[config.mk]
export PLATFORM = sky130hd
export DESIGN_NAME = jtvigil_pal_arbiter
export DESIGN_NICKNAME = d
export VERILOG_FILES = /design/src/rtl/jtvigil_pal_arbiter.sv
export SDC_FILE = /design/constraint.sdc
export NUM_CORES = 1
export LEC_CHECK = 0
export BUFFER_PORTS_ARGS = -buffer_cell sky130_fd_sc_hd__buf_2
export CORE_UTILIZATION = 50
export DETAILED_ROUTE_END_ITERATION = 8
export GPL_ROUTABILITY_DRIVEN = 1
export PLACE_DENSITY = 0.79
export REMOVE_ABC_BUFFERS = 1
export SLEW_MARGIN = 20
export SYNTH_ARGS = -nofsm -noshare
export SYNTH_HDL_FRONTEND = slang
export SYNTH_SLANG_ARGS = --single-unit
[constraint.sdc]
create_clock -name clk -period 2.4 [get_ports clk]
set_input_delay 0.24 -clock clk [delete_from_list [all_inputs] [get_ports clk]]
set_output_delay 0.24 -clock clk [all_outputs]
set_load 0.01 [all_outputs]
[src/rtl/jtvigil_pal_arbiter.sv]
// Palette RAM arbiter: time-shares one 2k x 8 synchronous RAM between the per-pixel
// R/G/B plane fetch and main-CPU palette accesses, using an 8-clock pixel phase counter.
module jtvigil_pal_arbiter #(
    parameter int unsigned CPU_SLOTS = 2
) (
    input  logic        rst,
    input  logic        clk,
    output logic        pxl_cen,
    input  logic        pal_sel,
    input  logic [7:0]  pal_base,
    input  logic        LHBL,
    input  logic        LVBL,
    input  logic        cpu_cs,
    input  logic        cpu_rnw,
    input  logic [10:0] cpu_addr,
    input  logic [7:0]  cpu_dout,
    output logic [7:0]  cpu_din,
    output logic        cpu_ack,
    output logic [10:0] ram_addr,
    output logic [7:0]  ram_din,
    output logic        ram_we,
    input  logic [7:0]  ram_dout,
    output logic [4:0]  red,
    output logic [4:0]  green,
    output logic [4:0]  blue
);

    typedef enum logic [1:0] {
        StIdle,
        StBusy,
        StDone
    } cpu_state_e;

    logic [2:0]  sub;
    logic        sel_l;
    logic [7:0]  base_l;
    logic [4:0]  pre_r;
    logic [4:0]  pre_g;
    logic [4:0]  pre_b;
    logic [10:0] addr_l;
    logic [7:0]  din_l;
    logic        rd_l;
    logic        slot;
    logic        grant;
    logic        blank;
    cpu_state_e  state;
    cpu_state_e  state_nx;

    assign pxl_cen = (sub == 3'd7);
    assign blank   = !LHBL || !LVBL;

    always_comb begin
        slot = (sub == 3'd3);
        if (CPU_SLOTS == 2 && sub == 3'd5) begin
            slot = 1'b1;
        end
    end

    assign grant = (state == StIdle) && cpu_cs && slot;

    // Pixel phase counter, plane captures and output latch
    always_ff @(posedge clk or posedge rst) begin
        if (rst) begin
            sub    <= 3'd0;
            sel_l  <= 1'b0;
            base_l <= 8'd0;
            pre_r  <= 5'd0;
            pre_g  <= 5'd0;
            pre_b  <= 5'd0;
            red    <= 5'd0;
            green  <= 5'd0;
            blue   <= 5'd0;
        end else begin
            sub <= sub + 3'd1;
            case (sub)
                3'd1: pre_r <= ram_dout[4:0];
                3'd2: pre_g <= ram_dout[4:0];
                3'd3: pre_b <= ram_dout[4:0];
                3'd7: begin
                    sel_l  <= pal_sel;
                    base_l <= pal_base;
                    red    <= blank ? 5'd0 : pre_r;
                    green  <= blank ? 5'd0 : pre_g;
                    blue   <= blank ? 5'd0 : pre_b;
                end
                default: ;
            endcase
        end
    end

    // Fetch owns sub0..2; a granted CPU slot owns the bus; otherwise hold the last address
    always_comb begin
        if (grant) begin
            ram_addr = cpu_addr;
        end else if (sub < 3'd3) begin
            ram_addr = {sel_l, sub[1:0], base_l};
        end else begin
            ram_addr = addr_l;
        end
    end

    assign ram_we  = grant && !cpu_rnw;
    assign ram_din = cpu_dout;

    always_ff @(posedge clk or posedge rst) begin
        if (rst) begin
            addr_l <= 11'd0;
            din_l  <= 8'd0;
            rd_l   <= 1'b0;
            state  <= StIdle;
        end else begin
            addr_l <= ram_addr;
            state  <= state_nx;
            if (grant) begin
                rd_l <= cpu_rnw;
            end
            if (state == StBusy && rd_l) begin
                din_l <= ram_dout;
            end
        end
    end

    // BUSY with cs already low has seen cs at 0, so it may skip DONE and be regranted next slot
    always_comb begin
        state_nx = state;
        cpu_ack  = 1'b0;
        unique case (state)
            StIdle: begin
                if (grant) begin
                    state_nx = StBusy;
                end
            end
            StBusy: begin
                cpu_ack  = cpu_cs;
                state_nx = cpu_cs ? StDone : StIdle;
            end
            StDone: begin
                if (!cpu_cs) begin
                    state_nx = StIdle;
                end
            end
            default: state_nx = StIdle;
        endcase
    end

    assign cpu_din = (state == StBusy && rd_l) ? ram_dout : din_l;

endmodule

==> results.cfg <==
[global_routing]
grt_pass1_wl_mm = 8.052
grt_pass1_vias = 1740
grt_max_degree = 65
antenna_found_initial = 0
grt_usage_pct = 20.11
overflow = 0

[cts]
cts_buffers = 9
h-tree-depth = 3
ctsHoldBuffers = 0
clockRootBuffer = clkbuf_8
cts_buffer_depth = 2
cts_tree = done
clk_latency_ns = 0.34
cts.sinks = 64
path_clk_slew_ns = 0.07

[worst_setup_path]
ff2ff_setup_slack_ns = 0.64
crit_arrival_ns = 2.06
reg2reg_from = sub[0]$_DFF_PP0_
cp-end-kind = output pin
startpoint = sub[1]$_DFF_PP0_
crit_required_ns = 2.16
worstSetupPathType = flop to output pin
start_kind = flop
r2r-end = blue[3]$_DFFE_PP0P_
cp_max_fo = 10
endpoint = ram_addr[3]
reg2reg_depth = 5

[cells_and_area]
finish.utilization_pct = 64.90
fin_area_um2 = 3357
synthToLayoutAreaGrowth_pct = 23.41
drive_gt1_share_pct = 50.88
antennaDiodeCount = 0
final_cells = 355
nNetsFinal = 327

[yosys]
yosys-top-cells-area = dfrtp_1, mux2_2, inv_1
synth_fa_ha_area_share_pct = 2.300
synth_top_family_by_area = multiplexers
synth_xor_area_share_pct = 0.3220
yosys.area_share.simple_pct = 4.002
muxShareOfSynthArea_pct = 23.05
synthCells = 208
yosys.area.top_type = dfrtp_1
yosys.area.top_type_share_pct = 58.88
synth-seq-area-share_pct = 58.88
synth-compound-area-share_pct = 3.542
synth_cell_type_count = 22
synth-seq-cells = 64
synth_warnings = 0
synth_area_um2 = 2720
synth.avg_cell_area_um2 = 13.08

[routing]
detail-route-antenna-nets = 0
avgViaCountPerCell = 4.865
via_count = 1727
drc = 0
wl_mm = 5.050
drtPass1Iterations = 4
wl_per_cell_um = 14.23
drt-initial-drc-count = 61

[timing]
setup_violations = 0
setup_slack_ns = 0.09954
rsz0062_at_grt = false
hold_violations = 0
max_freq_mhz = 434.7
tightest_slew_ns = 0.7733
fin_crit_ns = 2.300
finalSetupTns_ns = 0
slew_violations = 0
skew_ns = 0.006869
max_slew_margin_pct = 48.44
finalCritPeriodShare_pct = 95.85

[floorplan]
rows = 26
coreArea_um2 = 5172
die_h_um = 75.76
initial_core_util_pct = 52.59
die_w_um = 75.76
pin_count = 87
die-area_um2 = 5739

[placement]
place_inst = 336
io_buffers = 70
dpl_cell_area_um2 = 3067
pre_cts_slack_ns = 0.3415
gp_congestion = 0.7232
dpl.hpwl_mm = 3.408

[power]
power.switching_mw = 0.5185
p_int_mw = 1.875
cellPowerDensity_nw_per_um2 = 712.8
comb_power_share_pct = 9.0
clock_power_share_pct = 41.9
switching_share_pct = 21.67
seqPwrFrac_pct = 49.1
p_leak_nw = 1.696
ir_drop_mv = 0.5970

[run_status]
status = finished clean

[job]
cap_violations = 0

[min_path]
min_path_type = input pin to asynchronous set/reset pin
cell families (layout without fill, tap and decap cells):
kind of cell             after synthesis  in the layout
flip-flops                            64             64
multiplexers                          54             54
buffers and inverters                 41            118
AND/OR/NAND/NOR                       25             25
AO/OA/AOI/OAI                         18             18
adder cells (fa/ha/maj)                5              5
XOR/XNOR                               1              1
power groups by stage:
stage	sequential [mW]	clock [mW]	combinational [mW]
2_1_floorplan	1.19	0	0.121
3_3_place_gp	1.19	0	0.211
3_5_place_dp	1.20	0	0.219
4_1_cts	1.18	1.03	0.220
6_report	1.18	1.00	0.215
5_1_grt	1.18	1.07	0.243
flip-flops by register name (all words and copies together) (netlist names), 2 cells and up:
signal  count
sub         3
green       5
pre_g       5
red         5
pre_b       5
state       2
pre_r       5
base_l      8
blue        5
addr_l     11
din_l       8
metal layers:
metal	share of wire, %	track usage, %	wire length, um
met3	8.4	11.64	425
met4	0.42	8.025	21
met5	0	0	0
met2	48	30.88	2420
met1	43	23.16	2183
worst min-delay path by stage:
stage,end,cells past startpoint
final,sel_l$_DFFE_PP0P_,3
after global routing,base_l[4]$_DFFE_PP0P_,2
after CTS,base_l[2]$_DFFE_PP0P_,2
after detailed placement,blue[4]$_DFFE_PP0P_,2
after global placement,red[3]$_DFFE_PP0P_,2
after floorplan,state[1]$_DFFE_PP0P_,1
critical path, cell delays in order (launching register included):
cell and delay (ns):
dfrtp_2 0.43, buf_4 0.15, a21oi_4 0.31, mux2_2 0.39, mux2_1 0.31, buf_2 0.15
per-stage QoR:
stage / power, mW / hold WS [ns]
after floorplan: 1.314 / 0.3686
after global placement: 1.403 / 0.4547
after detailed placement: 1.415 / 0.4655
after CTS: 2.422 / 0.1096
after global routing: 2.497 / 0.1128
final: 2.393 / 0.1188
layout by cell type (no fill, tap or decap), types with 2 or more instances in the layout:
| master | netlist | final |
|---|---|---|
| dfrtp_2 | 0 | 2 |
| mux2_2 | 41 | 41 |
| nor2_1 | 3 | 3 |
| bufinv_16 | 0 | 2 |
| dfrtp_1 | 64 | 62 |
| clkbuf_8 | 0 | 10 |
| mux2_4 | 6 | 7 |
| buf_4 | 8 | 5 |
| buf_2 | 0 | 70 |
| inv_1 | 25 | 24 |
| clkbuf_1 | 5 | 3 |
| o22ai_1 | 2 | 2 |
| o21ai_0 | 15 | 15 |
| nand2_1 | 17 | 17 |
| ha_2 | 0 | 2 |
| mux2i_1 | 3 | 3 |
| ha_1 | 5 | 3 |
| mux2_1 | 4 | 3 |
cell type report:
class                           count  area (um^2)
Inverter                           25        93.84
Clock inverter                      3        65.06
Clock buffer                       13        148.9
Fill cell                         390         1815
Tap cell                           70        87.58
Multi-Input combinational cell    103        924.6
Sequential cell                    64         1604
Timing Repair Buffer               77        432.9
cells in the mapped netlist:
library cell  count
mux2_4            6
and2_1            1
dfrtp_1          64
o22ai_1           2
and3_1            1
buf_6             2
mux2_1            4
mux2i_1           3
o21ai_0          15
xor2_1            1
inv_1            25
nor2_1            3
mux2_2           41
or3_1             1
buf_4             8
or2b_1            1
ha_1              5
nand2_1          17
buf_12            1
clkbuf_1          5
nand3b_1          1
a21oi_2           1
what timing repair did:
action | CTS | global route
pin swaps | 0 | 2
gates resized for setup | 5 | 5
endpoints found under the setup margin | 9 | 9
cloned | 0 | 1
buffers inserted | 1 | 1
Power figures use the tool's default switching activity.
